==> src/rtl/mul_div_issue_ctrl.sv <==
// Issue/sequencing stage in front of the 32x32 unsigned multiplier: RV32M sign handling, launch/wait/fix, valid/ready result.
// Optional MUL_ZERO_BYPASS_EN: a zero operand skips the multiplier and produces 0 directly. WAIT_MAX must be >= 8.
module mul_div_issue_ctrl #(
  parameter int TAG_W    = 5,
  parameter int WAIT_MAX = 15
) (
  input  logic              clk,
  input  logic              rst_n,
  input  logic              req_valid,
  output logic              req_ready,
  input  logic [1:0]        req_op,
  input  logic [31:0]       req_rs1,
  input  logic [31:0]       req_rs2,
  input  logic [TAG_W-1:0]  req_tag,
  input  logic              flush,
  output logic [31:0]       mul_op1,
  output logic [31:0]       mul_op2,
  input  logic [63:0]       mul_answer,
  input  logic              mul_done,
  output logic              resp_valid,
  input  logic              resp_ready,
  output logic [31:0]       resp_data,
  output logic [TAG_W-1:0]  resp_tag,
  output logic              err
);

  localparam logic [2:0] S_IDLE   = 3'd0;
  localparam logic [2:0] S_LAUNCH = 3'd1;
  localparam logic [2:0] S_WAIT   = 3'd2;
  localparam logic [2:0] S_FIX    = 3'd3;
  localparam logic [2:0] S_DONE   = 3'd4;

  localparam int CNT_W = $clog2(WAIT_MAX + 1);
  localparam logic [CNT_W-1:0] CNT_LAST = CNT_W'(WAIT_MAX - 1);

  localparam logic [1:0] OP_MUL    = 2'b00;
  localparam logic [1:0] OP_MULH   = 2'b01;
  localparam logic [1:0] OP_MULHSU = 2'b10;

  logic [2:0]       r_state;
  logic [2:0]       w_state_nxt;
  logic [CNT_W-1:0] r_wait_cnt;
  logic [31:0]      r_mul_op1;
  logic [31:0]      r_mul_op2;
  logic [63:0]      r_prod;
  logic             r_neg;
  logic             r_hi;
  logic [TAG_W-1:0] r_tag;
  logic [31:0]      r_resp_data;
  logic [TAG_W-1:0] r_resp_tag;
  logic             r_err;

  logic             w_s1;
  logic             w_s2;
  logic [31:0]      w_mag1;
  logic [31:0]      w_mag2;
  logic             w_accept;
  logic             w_bypass;
  logic             w_wait_expired;
  logic             w_timeout;
  logic [63:0]      w_prod_signed;

  // Only MULH/MULHSU treat rs1 as signed, only MULH treats rs2 as signed.
  assign w_s1   = ((req_op == OP_MULH) || (req_op == OP_MULHSU)) && req_rs1[31];
  assign w_s2   = (req_op == OP_MULH) && req_rs2[31];
  assign w_mag1 = w_s1 ? (~req_rs1 + 32'd1) : req_rs1;
  assign w_mag2 = w_s2 ? (~req_rs2 + 32'd1) : req_rs2;

`ifdef MUL_ZERO_BYPASS_EN
  assign w_bypass = (req_rs1 == 32'd0) || (req_rs2 == 32'd0);
`else
  assign w_bypass = 1'b0;
`endif

  assign w_accept       = (r_state == S_IDLE) && req_valid && !flush;
  assign w_wait_expired = (r_wait_cnt == CNT_LAST);
  assign w_timeout      = (r_state == S_WAIT) && !mul_done && w_wait_expired && !flush;
  assign w_prod_signed  = r_neg ? (~mul_answer + 64'd1) : mul_answer;

  // NOTE: every variable assigned in always_comb gets a default first, so no path can infer a latch.
  always_comb begin
    w_state_nxt = r_state;
    case (r_state)
      S_IDLE:   if (w_accept) w_state_nxt = w_bypass ? S_FIX : S_LAUNCH;
      S_LAUNCH: w_state_nxt = S_WAIT;
      S_WAIT: begin
        if (mul_done)            w_state_nxt = S_FIX;
        else if (w_wait_expired) w_state_nxt = S_IDLE;
      end
      S_FIX:    w_state_nxt = S_DONE;
      S_DONE:   if (resp_ready) w_state_nxt = S_IDLE;
      default:  w_state_nxt = S_IDLE;
    endcase
    // flush wins over everything, including acceptance in IDLE and a handshake in DONE.
    if (flush) w_state_nxt = S_IDLE;
  end

  // NOTE: sequential state uses non-blocking assignments so every register samples pre-edge values.
  always_ff @(posedge clk or negedge rst_n) begin
    if (!rst_n) begin
      r_state    <= S_IDLE;
      r_wait_cnt <= '0;
      r_err      <= 1'b0;
    end else begin
      r_state    <= w_state_nxt;
      r_wait_cnt <= (r_state == S_WAIT) ? r_wait_cnt + 1'b1 : '0;
      r_err      <= w_timeout;
    end
  end

  // NOTE: datapath registers are reset too, because their reset values are visible on the ports.
  always_ff @(posedge clk or negedge rst_n) begin
    if (!rst_n) begin
      r_mul_op1   <= '0;
      r_mul_op2   <= '0;
      r_prod      <= '0;
      r_neg       <= 1'b0;
      r_hi        <= 1'b0;
      r_tag       <= '0;
      r_resp_data <= '0;
      r_resp_tag  <= '0;
    end else begin
      if (w_accept) begin
        r_neg <= w_s1 ^ w_s2;
        r_hi  <= (req_op != OP_MUL);
        r_tag <= req_tag;
        if (w_bypass) begin
          r_prod <= '0;
        end else begin
          r_mul_op1 <= w_mag1;
          r_mul_op2 <= w_mag2;
        end
      end
      if ((r_state == S_WAIT) && mul_done) r_prod <= w_prod_signed;
      if (r_state == S_FIX) begin
        r_resp_data <= r_hi ? r_prod[63:32] : r_prod[31:0];
        r_resp_tag  <= r_tag;
      end
    end
  end

  assign req_ready  = (r_state == S_IDLE);
  assign resp_valid = (r_state == S_DONE);
  assign mul_op1    = r_mul_op1;
  assign mul_op2    = r_mul_op2;
  assign resp_data  = r_resp_data;
  assign resp_tag   = r_resp_tag;
  assign err        = r_err;

endmodule

==> config.mk <==
export PLATFORM = sky130hd
export DESIGN_NAME = mul_div_issue_ctrl
export DESIGN_NICKNAME = d
export VERILOG_FILES = /design/src/rtl/mul_div_issue_ctrl.sv
export SDC_FILE = /design/constraint.sdc
export NUM_CORES = 1
export LEC_CHECK = 0
export ABC_CLOCK_PERIOD_IN_PS = 6200
export CAP_MARGIN = 10
export CORE_UTILIZATION = 40
export CTS_BUF_LIST = sky130_fd_sc_hd__clkbuf_2
export DETAILED_ROUTE_END_ITERATION = 10
export GPL_ROUTABILITY_DRIVEN = 0
export PLACE_DENSITY = 0.66
export SETUP_SLACK_MARGIN = 0.05
export SYNTH_ARGS = -nofsm -noshare
export SYNTH_HDL_FRONTEND = slang
export SYNTH_SLANG_ARGS = --single-unit
==> constraint.sdc <==
create_clock -name clk -period 6.2 [get_ports clk]
set_input_delay 1.55 -clock clk [delete_from_list [all_inputs] [get_ports clk]]
set_output_delay 1.55 -clock clk [all_outputs]
set_load 0.005 [all_outputs]
==> out/metrics.yaml, run 1 <==
status: "finished clean"
ys_ff_latch: 180
synth-simple-area-share: 0.187
dpl.cell_count: 1560
area_growth_pct: 30.7
overflow: 0
top_layer_used: "met4"
path_max_fanout: 8
wl_met1_um: 11700
final_core_util: 0.533
synth_top_area_frac: 0.472
ctsHoldBuffers: 0
reg2reg_from: "r_state[2]"
stdcell_count: 1593
netlist_instances: 1053
rsz0062_at_grt: "no"
slew_headroom: 0.171
viasPerCell: 5.07
synthTopCellsByArea: "dfrtp_1, o21ai_0, nand2_1, xor2_1, mux2i_1"
min_path_type: "register to register"
synth_compound_area_frac: 0.150
drv_slew: 0
numPortBuffers: 244
yosysSeqAreaShare: 0.472
nets: 1408
grt_pass1_vias: 7946
ir_drop_mv: 0.154
switchingPower_uw: 1260
p_sw_frac: 0.344
worst_pin_slew_ps: 1230
cts_resized: 0
h-tree-depth: 4
row_count: 56
cp.required_ps: 6860
synth_ff_type: "dfrtp_1"
antenna_found_initial: 1
p_int_uw: 2410
async_reset_ff_frac: 1.00
synth_top_family_by_area: "simple AND/OR/NAND/NOR gates"
place.detailed.hpwl_um: 19400
wl_per_cell_um: 16.7
drt_pass1_iterations: 5
synth_mux_area_frac: 0.0428
max_freq_mhz: 265
drive_gt1_frac: 0.0479
synthAdderAreaFrac: 0.00918
synth_xor_area_frac: 0.110
clkTransAtPathRegs_ps: 320
worst_r2r_path_depth: 6
place_area_mm2: 0.0122
cts_buffers: 17
arrival_ps: 4440
yosys.area.top_type: "dfrtp_1"
clock_skew_ps: 57.8
grt_pass1_wl_um: 42300
hold_violations: 0
cp-start-kind: "input pin"
reg2reg_to: "r_prod[60]"
die_h_um: 156
whs_path_depth: 1
period_share: 0.610
synth_nets: 1201
clk_latency_ps: 760
ioPinCount: 245
routed_wl_um: 26500
hold_end: "r_wait_cnt[0]"
clock_power_share: 0.170
grt.total_usage: 0.222
critPathKind: "input pin to register"
maxCapViolations: 0
fin_area_mm2: 0.0125
leakage_uw: 0.00512
pwr-share-seq: 0.500
die_area_mm2: 0.0245
start_util: 0.408
cts_root_buffer: "clkbuf_2"
clock_sinks: 180
min_from: "r_wait_cnt[0]"
cts_setup_buffers: 0
dr_total_vias: 8079
setup_total_negative_slack_ps: 0
synth_area_mm2: 0.00954
coreArea_mm2: 0.0234
synth_edf_count: 0
cts_tree: "yes"
ys_warn_count: 0
num-fill-cells: 2222
ant_nets: 0
grt_max_degree: 104
reg2reg_slack_ps: 3500
synth.distinct_cells: 49
setup_viol: 0
final.min_clock_period_ps: 3780
drt_iter0_drc: 513
route.detailed.drc: 0
cts_buffer_depth: 2
p_per_area_mw_per_mm2: 295
met3_length_um: 2410
wl_met2_um: 12300
synth.avg_cell_area_um2: 9.06
dieWidth_um: 156
comb_power_share: 0.330
finalPower_uw: 3670
cp-end-kind: "register"
==> how the worst max path moves through the flow <==
stage	start	endpoint	slack [ps]	cells past startpoint
6_report	req_rs1[4]	mul_op1[18]	2420	7
5_1_grt	r_state[1]	resp_valid	2280	3
4_1_cts	r_state[1]	resp_valid	2380	3
3_5_place_dp	req_rs1[4]	mul_op1[18]	1580	7
3_3_place_gp	req_rs1[6]	mul_op1[26]	1620	7
2_1_floorplan	req_rs2[14]	mul_op2[28]	2410	7
==> state kept, by name, indices dropped and copies added (netlist names) <==
name,count
r_wait_cnt,4
r_state,3
r_prod,64
resp_tag,5
mul_op1,32
r_neg,1
mul_op2,32
err,1
r_hi,1
r_tag,5
resp_data,32
==> power groups by stage <==
stage                     logic (uW)  clock network [uW]  registers, uW
after global placement          1210                   0           1850
after CTS                       1230                 648           1840
after detailed placement        1230                   0           1860
after global routing            1380                 697           1890
after floorplan                  591                   0           1770
final                           1210                 626           1840
==> cells in the mapped netlist, types with 2 or more instances <==
cell,count
clkbuf_1,55
nor3_1,24
mux2_2,6
xnor2_1,33
o41ai_1,11
a31oi_1,3
nand3b_1,3
nand2b_1,4
o21ai_0,177
or4_4,2
nand4_1,2
nor2b_1,2
or2_2,4
dfrtp_1,180
inv_1,14
o21ai_1,2
a311oi_1,2
o31ai_1,32
nor2_1,47
nand4b_1,2
nor3b_1,2
buf_1,4
a21oi_1,19
or3_1,18
and2_1,5
or4_1,10
nand3_1,9
nor4b_1,2
nand2_1,217
ha_1,7
nor4_1,18
xor2_1,87
mux2i_1,34
==> cell type report <==
cell class,count,area [um2],area share
Multi-Input combinational cell,799,4770,0.383
Sequential cell,180,4510,0.362
Timing Repair Buffer,248,2490,0.200
Tap cell,319,399,0.0320
Clock inverter,14,149,0.0119
Clock buffer,18,90.1,0.00723
Inverter,14,52.6,0.00422
Antenna cell,1,2.50,0.000201
==> logic make-up after synthesis <==
kind of cell | after synthesis
adder cells (fa/ha/maj) | 7
XOR/XNOR | 120
AO/OA/AOI/OAI | 252
AND/OR/NAND/NOR | 380
multiplexers | 40
flip-flops | 180
buffers and inverters | 74
==> metrics by stage <==
step / worst slack (ps) / hold WS [ps]
6_report: 2420 / 507
3_5_place_dp: 1580 / 459
3_3_place_gp: 1620 / 451
5_1_grt: 2280 / 529
2_1_floorplan: 2410 / 442
4_1_cts: 2380 / 509
==> metal layers <==
| metal | GRT usage | up-vias |
|---|---|---|
| li1 | - | 4059 |
| met1 | 0.282 | 3761 |
| met2 | 0.358 | 244 |
| met3 | 0.0856 | 15 |
| met4 | 0.0486 | 0 |
| met5 | 0 | - |
==> layout by cell type (no fill, tap or decap), types with 5 or more instances in the layout <==
master	synthesis	final
o21ai_0	177	177
nand3_1	9	8
and2_1	5	5
nand2_1	217	216
clkdlybuf4s50_1	0	243
o31ai_1	32	32
o41ai_1	11	11
xor2_1	87	87
a21oi_1	19	19
clkbuf_2	1	18
nor2_1	47	47
inv_1	14	14
nor4_1	18	18
or4_1	10	10
xnor2_1	33	33
dfrtp_1	180	178
or3_1	18	18
ha_1	7	7
mux2i_1	34	34
nor3_1	24	24
mux2_2	6	6
==> critical path: stages <==
cell and delay, ps:
clkdlybuf4s50_1 490, or4_1 570, nor4_1 1020, nand3b_1 200
o41ai_1 350, xor2_1 180, o21ai_0 80
Power figures use the tool's default switching activity.
==> inputs of run 2 (changes only) <==
Settings changed: ABC_CLOCK_PERIOD_IN_PS 6200 to 3100, PLACE_DENSITY 0.66 to 0.69.
Clock period 6.2 ns to 3.1 ns, I/O delays scaled along.
==> out/metrics.yaml, run 2 (same netlist as run 1, synthesis figures left out) <==
stdcell_count: 1719
cts_buffer_depth: 2
die_h_um: 156
setup_total_negative_slack_ps: 0
area_growth_pct: 41.2
drive_gt1_frac: 0.134
path_max_fanout: 6
reg2reg_slack_ps: 990
p_sw_frac: 0.332
grt_max_degree: 84
leakage_uw: 0.00576
min_path_type: "input pin to asynchronous set/reset pin"
final.min_clock_period_ps: 2880
pwr-share-seq: 0.485
numPortBuffers: 244
top_register: "r_prod"
worst_pin_slew_ps: 1080
place_area_mm2: 0.0132
final_core_util: 0.575
ant_nets: 0
place.detailed.hpwl_um: 20600
ioPinCount: 245
num-fill-cells: 2145
grt.total_usage: 0.231
arrival_ps: 2100
clkTransAtPathRegs_ps: 280
dpl.cell_count: 1684
drt_iter0_drc: 472
fin_area_mm2: 0.0135
drt_pass1_iterations: 5
grt_pass1_wl_um: 43900
slew_headroom: 0.281
cts_tree: "yes"
nets: 1534
final_common_cell: "clkdlybuf4s50_1"
cts_root_buffer: "clkbuf_2"
period_share: 0.928
clock_skew_ps: 46.3
start_util: 0.408
maxCapViolations: 0
max_freq_mhz: 348
coreArea_mm2: 0.0234
drv_slew: 0
overflow: 0
antenna_found_initial: 1
route.detailed.drc: 0
die_area_mm2: 0.0245
critPathKind: "register to output port"
clock_power_share: 0.178
setup_viol: 0
cp-start-kind: "register"
wl_per_cell_um: 15.9
p_int_uw: 5060
reg2reg_from: "r_neg"
h-tree-depth: 4
clock_sinks: 180
crit_start: "r_state[1]"
cp-end-kind: "output port"
status: "finished clean"
switchingPower_uw: 2510
viasPerCell: 5.06
comb_power_share: 0.337
dr_total_vias: 8699
routed_wl_um: 27300
ir_drop_mv: 0.275
reg2reg_to: "r_prod[54]"
cp.required_ps: 2320
grt_pass1_vias: 8437
clk_latency_ps: 780
worst_r2r_path_depth: 4
layout.cells.most_common_list: "clkdlybuf4s50_1, nand2_1, o21ai_0, dfrtp_1, buf_4"
rsz0062_at_grt: "no"
dieWidth_um: 156
hold_violations: 0
cts_buffers: 17
row_count: 56
largest_reg_flops: 64
p_per_area_mw_per_mm2: 562
worstSetupEndpoint: "resp_valid"
finalPower_uw: 7570
[run 2: stage by stage]
stage | setup WS (ps) | hold WS (ps)
final | 223 | 445
after global routing | 55.4 | 390
after CTS | 100 | 368
after detailed placement | -525 | 463
after global placement | -459 | 451
after floorplan | 83.9 | 442
[run 2: worst min-delay path by stage]
stage                start            end  slack, ps
2_1_floorplan     r_tag[0]       r_tag[0]        440
3_3_place_gp   mul_op1[29]    mul_op1[29]        450
3_5_place_dp      r_tag[3]       r_tag[3]        460
4_1_cts              rst_n  resp_data[21]        370
5_1_grt              rst_n  resp_data[21]        390
6_report             rst_n  resp_data[21]        450
[run 2: repair_timing]
action	CTS	global route
cloned	0	0
setup buffers	0	1
hold buffers	1	0
setup endpoints to repair	1	1
gates resized for setup	1	1
endpoints found under the hold margin	35	0
[run 2: layout make-up]
| cell class | count | area, um2 | area share |
|---|---|---|---|
| Inverter | 14 | 52.6 | 0.00390 |
| Clock inverter | 13 | 170 | 0.0126 |
| Sequential cell | 180 | 4510 | 0.335 |
| Clock buffer | 19 | 95.1 | 0.00706 |
| Antenna cell | 1 | 2.50 | 0.000186 |
| Multi-Input combinational cell | 799 | 4780 | 0.355 |
| Timing Repair Buffer | 374 | 3460 | 0.257 |
| Tap cell | 319 | 399 | 0.0296 |
[run 2: per-layer routing]
metal	up-vias	global-route usage	part of all wire
met5	-	0	0
met4	0	0.0705	0.015
met3	26	0.0726	0.091
met2	295	0.373	0.46
met1	4062	0.296	0.44
li1	4316	-	-
[run 2: worst max-delay path, cell delays in order, from the launching register on]
cell	delay (ps)
dfrtp_2	500
nor2_2	200
and2_1	170
clkdlybuf4s50_1	500
[run 2: power groups by stage]
| stage | combinational [uW] | clock (uW) | sequential [uW] |
|---|---|---|---|
| final | 2550 | 1350 | 3670 |
| after global routing | 2890 | 1490 | 3770 |
| after CTS | 2590 | 1400 | 3680 |
| after detailed placement | 2580 | 0 | 3720 |
| after global placement | 2520 | 0 | 3710 |
| after floorplan | 1180 | 0 | 3540 |
==> inputs of run 3 (changes only) <==
Settings changed: CORE_UTILIZATION 40 to 46, PLACE_DENSITY 0.69 to 0.78.
==> out/metrics.yaml, run 3 (same netlist as run 1, synthesis figures left out) <==
status: "finished clean"
setup_viol: 0
antenna_cells: 0
drt_pass1_iterations: 5
h-tree-depth: 4
place.detailed.hpwl_um: 20200
fin_area_mm2: 0.0134
grt_max_degree: 103
p_per_area_mw_per_mm2: 567
nets: 1530
cp-end-kind: "register"
dpl.cell_count: 1630
routed_wl_um: 26700
arrival_ps: 3550
num-fill-cells: 1677
ir_drop_mv: 0.279
grt_pass1_vias: 9010
dr_total_vias: 8806
coreArea_mm2: 0.0203
route.detailed.drc: 0
start_util: 0.470
critPathKind: "input pin to register"
clk_latency_ps: 750
maxCapViolations: 0
final_core_util: 0.659
drv_slew: 0
grt_pass1_wl_um: 44400
stdcell_count: 1665
wl_per_cell_um: 16.1
setup_slack_ps: 175
max_freq_mhz: 342
viasPerCell: 5.29
hold_violations: 0
clock_skew_ps: 40.2
final_common_cell: "clkdlybuf4s50_1"
clkTransAtPathRegs_ps: 260
antenna_found_initial: 0
cp-start-kind: "input pin"
worst_pin_slew_ps: 1090
die_area_mm2: 0.0213
cts_root_buffer: "clkbuf_2"
min_path_type: "input pin to asynchronous set/reset pin"
top_register: "r_prod"
clock_sinks: 180
cp.required_ps: 3720
cts_tree: "yes"
grt.total_usage: 0.262
ant_nets: 0
path_max_fanout: 7
layout.cells.most_common_list: "clkdlybuf4s50_1, nand2_1, o21ai_0, dfrtp_1, buf_4"
rsz0062_at_grt: "no"
slew_headroom: 0.272
drt_iter0_drc: 484
period_share: 0.943
leakage_uw: 0.00573
numPortBuffers: 244
area_growth_pct: 40.2
dieWidth_um: 146
cts_buffers: 17
cts_buffer_depth: 2
largest_reg_flops: 64
ioPinCount: 245
row_count: 52
die_h_um: 146
hold_ws_ps: 499
overflow: 0
place_area_mm2: 0.0131
pre_cts_ws_ps: -560
drive_gt1_frac: 0.132
final.min_clock_period_ps: 2920
[run 3: final timing paths]
check,start,endpoint,slack [ps],cells past startpoint
max,mul_answer[15],r_prod[61],180,8
min,rst_n,resp_data[22],500,2
max reg2reg,r_state[1],r_prod[5],1110,7
min reg2reg,r_tag[4],r_tag[4],500,2
max in group asynchronous,rst_n,mul_op2[11],1800,3
min in group clk,r_tag[4],r_tag[4],500,2
[run 3: routing by layer]
metal  global-route usage  vias to the layer above  part of all wire
met2                0.439                      307              0.48
met4               0.0693                        0             0.015
met3               0.0878                       37             0.090
li1                     -                     4290                 -
met5                    0                        -                 0
met1                0.323                     4172              0.41
[run 3: repair_timing]
action	in CTS	in global routing
gates resized for setup	1	3
setup buffers	0	2
pin swaps	0	0
hold buffers	1	0
hold endpoints to repair	47	0
setup endpoints to repair	1	1
[run 3: layout make-up]
type / instances / area (um2) / area share
clock buffer: 20 / 100 / 0.00748
clock inverter: 12 / 178 / 0.0133
inverter: 14 / 52.6 / 0.00393
multi-input combinational: 799 / 4780 / 0.357
sequential: 180 / 4510 / 0.337
tap: 270 / 338 / 0.0253
timing repair buffer: 370 / 3420 / 0.255
[run 3: metrics by stage]
step | TNS, ps | total power (uW)
finish | 0 | 7580
global route | 0 | 8140
CTS | 0 | 7650
detailed placement | -20950 | 6270
global placement | -18960 | 6180
floorplan | 0 | 4720
[run 3: where the power goes]
part	switching, uW	leakage [uW]	internal (uW)
logic	1080	0.00330	1470
clock network	834	0.000159	541
registers	552	0.00228	3110
total	2460	0.00573	5120
[run 3: critical path, cell delays in order]
cell             delay [ps]
clkdlybuf4s50_1         430
or4_1                   560
or3_1                   530
nor4_4                  370
nand4_2                 270
o31ai_1                 330
xor2_1                  180
o21ai_0                  90
==> edit 1: new RTL, config.mk and constraints of run 2 <==
`WAIT_MAX`: 15 -> 14.
--- a/src/rtl/mul_div_issue_ctrl.sv
+++ b/src/rtl/mul_div_issue_ctrl.sv
@@ -3,5 +3,5 @@
 module mul_div_issue_ctrl #(
   parameter int TAG_W    = 5,
-  parameter int WAIT_MAX = 15
+  parameter int WAIT_MAX = 14
 ) (
   input  logic              clk,
Function: no difference found for any inputs over 4 cycles, from zero or initial values and one cycle with rst_n low; that may be too few to reach the edited logic, so the function may still have changed.
==> edit 1 against run 2 <==
Worst setup slack improved by 0.0039 ns. The flow now finishes with violations (DRC). Sequential share of layout area up 0.39 points. Hold slack better by 0.064 ns. Area after synthesis fell by 0.34%. Sequential cell count unchanged. Power decreased by 2.1%. Final area down 1.1%. Critical endpoint unchanged. Wire length is 0.18% higher.
==> edit 1: results (changes against run 2) <==
| Metric | Value |
|---|---|
| Fraction of layout cells with a size suffix above 1 | 13.15% (-0.21 points) |
| DRT Pass-1 Iters | 7 (+2) |
| Worst r2r path cells | 6 (+2) |
| Crit-path max FO | 7 (+1) |
| Vias in the first global route | 8655 (+2.6%) |
| Iter 0 DRT Violations | 381 (-19%) |
| Unique cell type count in the Yosys netlist | 39 (-20%) |
| R2R Setup Slk | 1.07 ns (+0.08 ns) |
| Internal Power | 4.916 mW (-2.8%) |
| WL per Instance | 16.26 µm (+2.4%) |
| Drc violations | 1 (+1) |
| RR Endpoint | r_prod[5] |
| First-pass GRT wire length | 43840 µm (-0.13%) |
| Hold WC Path Type | flip-flop to flip-flop |
| Global Route met3 Usage | 8.778% (+1.5 points) |
| Largest net degree at the start of global routing | 66 (-21%) |
| Max Clk Rate | 0.3480 GHz (+0.14%) |
| Placed Cells | 1647 (-2.2%) |
| Met2 Use GR | 38.12% (+0.81 points) |
| Synth top cells by count | 194 x nand2_1, 180 x dfrtp_1, 179 x o21ai_0, 96 x xor2_1, 52 x clkbuf_1 |
| Max rail drop VDD | 0.0002977 V (+8.1%) |
| Status | finished, violations left |
| Final #Nets | 1496 (-2.5%) |
| Area contributors post-synth | dfrtp_1 47%, o21ai_0 9.4%, xor2_1 8.8% |
| Syn Nets | 1176 (-2.1%) |
| Clock slew at reported path FFs | 0.23 ns (-0.05 ns) |
| GR Util met1 | 28.36% (-1.2 points) |
| Failing checks | DRC |
| Static Leakage | 5.603 nW (-2.7%) |
| Initial antenna violation count | 2 (+1) |
| Slew HR | 28.39% (+0.28 points) |
| Register area share after synthesis | 47.39% (+0.16 points) |
| Worst Skew | 0.05462 ns (+0.008304 ns) |
| Vias per cell | 5.081 (+0.40%) |
| Overall routing resource usage | 23.26% (+0.12 points) |
| Syn Inst Count | 1028 (-2.4%) |
| Dpl hpwl | 20750 µm (+0.70%) |
| Via count | 8541 (-1.8%) |
## edit 1: cell types whose count changed after synthesis, moves of 4 or more
| cell | change |
|---|---|
| xnor2_1 | -6 |
| mux2_2 | +5 |
| nand2_1 | -23 |
| nor3_1 | -7 |
| xor2_1 | +9 |
| nor4_1 | -9 |
| o21ai_1 | +10 |
| or4_1 | +12 |
| inv_1 | -4 |
| o41ai_1 | +5 |
| nor2_1 | -5 |
| a21oi_1 | -5 |
## edit 1: what timing repair did
item | CTS | global route
setup endpoints to repair | 0 | 1
resized for setup | 0 | 2
hold buffers | 1 | 0
endpoints found under the hold margin | 61 | 0
## edit 1: final cells by class
class / instances / area, µm²
inverters: 10 / 37.54
diodes: 1 / 2.502
flip-flops and latches: 180 / 4508
well taps: 319 / 399.1
repair buffers: 360 / 3382
multi-input cells: 779 / 4762
clock buffers: 19 / 95.09
fillers: 2174 / 10090
clock inverters: 13 / 126.4
## edit 1: worst max path at each step
stage            endpoint  cells past startpoint
2_1_floorplan  r_prod[22]                      8
3_3_place_gp   r_prod[22]                      9
3_5_place_dp   r_prod[22]                      9
4_1_cts        resp_valid                      3
5_1_grt        resp_valid                      3
6_report       resp_valid                      3
## edit 1: logic make-up after synthesis
kind of cell | after synthesis | synth area share (%)
AND/OR/NAND/NOR | 338 | 16.60
AO/OA/AOI/OAI | 264 | 15.91
flip-flops | 180 | 47.39
XOR/XNOR | 123 | 11.33
buffers and inverters | 69 | 2.751
multiplexers | 47 | 5.094
adder cells (fa/ha/maj) | 7 | 0.9214
## edit 1: per-layer routing
layer | wire length, µm | vias up
li1 | - | 4233
met1 | 11520 | 3989
met2 | 12750 | 283
met3 | 2613 | 34
met4 | 435 | 2
met5 | 15 | -
## edit 1: worst max-delay path: stages (launching register included)
cell and delay, ns:
dfrtp_2 0.51, nor2_2 0.18, and2_1 0.18, clkdlybuf4s50_1 0.51
## edit 1: power groups by stage
stage	Clock [mW]	Combinational, mW	Sequential, mW
6_report	1.19	2.57	3.66
5_1_grt	1.33	2.87	3.76
4_1_cts	1.23	2.61	3.67
3_5_place_dp	0	2.60	3.71
3_3_place_gp	0	2.54	3.69
2_1_floorplan	0	1.20	3.54
==> edit 2: new RTL, flow settings as in run 2 <==
Made on the original files. Remove the register `r_err`: a continuous assignment takes its place, so the output `err` follows one clock earlier.
--- a/src/rtl/mul_div_issue_ctrl.sv
+++ b/src/rtl/mul_div_issue_ctrl.sv
@@ -101,11 +101,11 @@
       r_state    <= S_IDLE;
       r_wait_cnt <= '0;
-      r_err      <= 1'b0;
     end else begin
       r_state    <= w_state_nxt;
       r_wait_cnt <= (r_state == S_WAIT) ? r_wait_cnt + 1'b1 : '0;
-      r_err      <= w_timeout;
     end
   end
+
+  assign r_err = w_timeout;
 
   // NOTE: datapath registers are reset too, because their reset values are visible on the ports.
Function: no difference found for any inputs over 4 cycles, from zero or initial values and one cycle with rst_n low; that may be too few to reach the edited logic, so the function may still have changed.
==> edit 2 against run 2 <==
Final area is 0.11% lower. Power fell by 1.2%. Critical endpoint is now req_ready. Worst setup slack better by 0.069 ns. Combinational power is essentially flat. Largest power group unchanged. Sequential cell count decreased by 1. Hold slack gained 0.060 ns. Wire length increased by 0.26%. Area after synthesis shrank 0.26%.
==> edit 2: results (changes against run 2) <==
| Metric | Value |
|---|---|
| Switching power | 2.516 mW (+0.15%) |
| First-pass GRT wire length | 43480 µm (-0.93%) |
| Iter 0 DRT Violations | 420 (-11%) |
| Hold WC Path Type | flip-flop to flip-flop |
| Logic pwr share | 34.3% (+0.6 points) |
| DP Area | 0.01316 mm² (-0.13%) |
| Overall routing resource usage | 22.91% (-0.23 points) |
| Unique cell type count in the Yosys netlist | 49 (unchanged) |
| Root Buffer | clkbuf_2 |
| Final #Nets | 1536 (+0.13%) |
| Worst-margin pin slew | 1.083 ns (+0.004097 ns) |
| WL per Instance | 15.91 µm (+0.26%) |
| Syn Nets | 1200 (-0.083%) |
| Register area share after synthesis | 47.09% (-0.14 points) |
| Area contributors post-synth | dfrtp_1 47%, o21ai_0 9.3%, nand2_1 8.6% |
| Post-Syn Area per Cell | 9.043 µm² (-0.17%) |
| Clock slew at reported path FFs | 0.26 ns (-0.02 ns) |
| Vias in the first global route | 8474 (+0.44%) |
| Static Leakage | 5.761 nW (about the same) |
| Fraction of layout cells with a size suffix above 1 | 13.58% (+0.21 points) |
| Synth top cells by count | 217 x nand2_1, 179 x dfrtp_1, 177 x o21ai_0, 87 x xor2_1, 55 x clkbuf_1 |
| Largest net degree at the start of global routing | 76 (-9.5%) |
| Initial antenna violation count | 2 (+1) |
| Arr. time, crit path | 2.03 ns (-0.07 ns) |
| Dpl hpwl | 20510 µm (-0.44%) |
| Fin Hold WS | 0.5056 ns (+0.06028 ns) |
| Clk pwr share | 17.0% (-0.8 points) |
| DRT Pass-1 Iters | 4 (-1) |
| R2R Setup Slk | 1.19 ns (+0.20 ns) |
| Maximum buffer depth of the clock tree | 2 (unchanged) |
| Skew-Pair Late Insertion Delay | 0.75 ns (-0.03 ns) |
| Vias per cell | 4.998 (-1.2%) |
| Pwr dens | 555.8 mW/mm² (-1.1%) |
| Max Clk Rate | 0.3561 GHz (+2.5%) |
| Status | finished, final reports clean |
| Worst Skew | 0.03930 ns (-0.007018 ns) |
| Pre-CTS setup slack | -0.4816 ns (+0.04381 ns) |
## edit 2: final timing paths
kind,start,to,cells after the start
max in group asynchronous,rst_n,mul_op1[30],3
worst max-delay path,r_state[1],req_ready,3
min in group asynchronous,rst_n,mul_op1[21],2
worst max register to register,r_neg,r_prod[54],4
worst min-delay path,r_tag[4],r_tag[4],2
worst min register to register,r_tag[4],r_tag[4],2
## edit 2: worst max-delay path, cell delays in order, from the launching register on
cell	delay, ns
dfrtp_2	0.46
buf_4	0.16
nor3_1	0.17
clkdlybuf4s50_1	0.52
## edit 2: layout make-up
class	instances	area [µm²]
fill	2140	9951
clock buffer	18	90.09
inverter	14	52.55
timing repair buffer	377	3486
clock inverter	12	148.9
multi-input combinational	799	4790
sequential	179	4483
antenna	1	2.502
tap	319	399.1
## edit 2: what timing repair did
action | CTS | global route
setup endpoints to repair | 2 | 1
hold buffers | 1 | 0
buffers inserted | 3 | 0
pin swaps | 0 | 0
resized for setup | 6 | 1
hold endpoints to repair | 64 | 0
cloned | 0 | 0
## edit 2: kinds of logic (layout without fill, tap and decap cells)
family | Yosys count | in the layout | share of synthesized area [%]
flip-flops | 179 | 179 | 47.09
XOR/XNOR | 120 | 120 | 11.05
buffers and inverters | 74 | 421 | 2.933
AO/OA/AOI/OAI | 252 | 252 | 14.99
multiplexers | 40 | 40 | 4.288
adder cells (fa/ha/maj) | 7 | 7 | 0.9206
AND/OR/NAND/NOR | 380 | 380 | 18.73
other | 0 | 1 | 0
## edit 2: per-layer routing
metal  vias to the layer above  share of wire [%]  GRT usage, %  wire [µm]
met1                      3994                 43         28.33      11720
met5                         -              0.040             0         11
met3                        23                9.5         9.028       2593
met2                       262                 46         37.37      12670
li1                       4310                  -             -          -
met4                         2                1.3         5.462        357
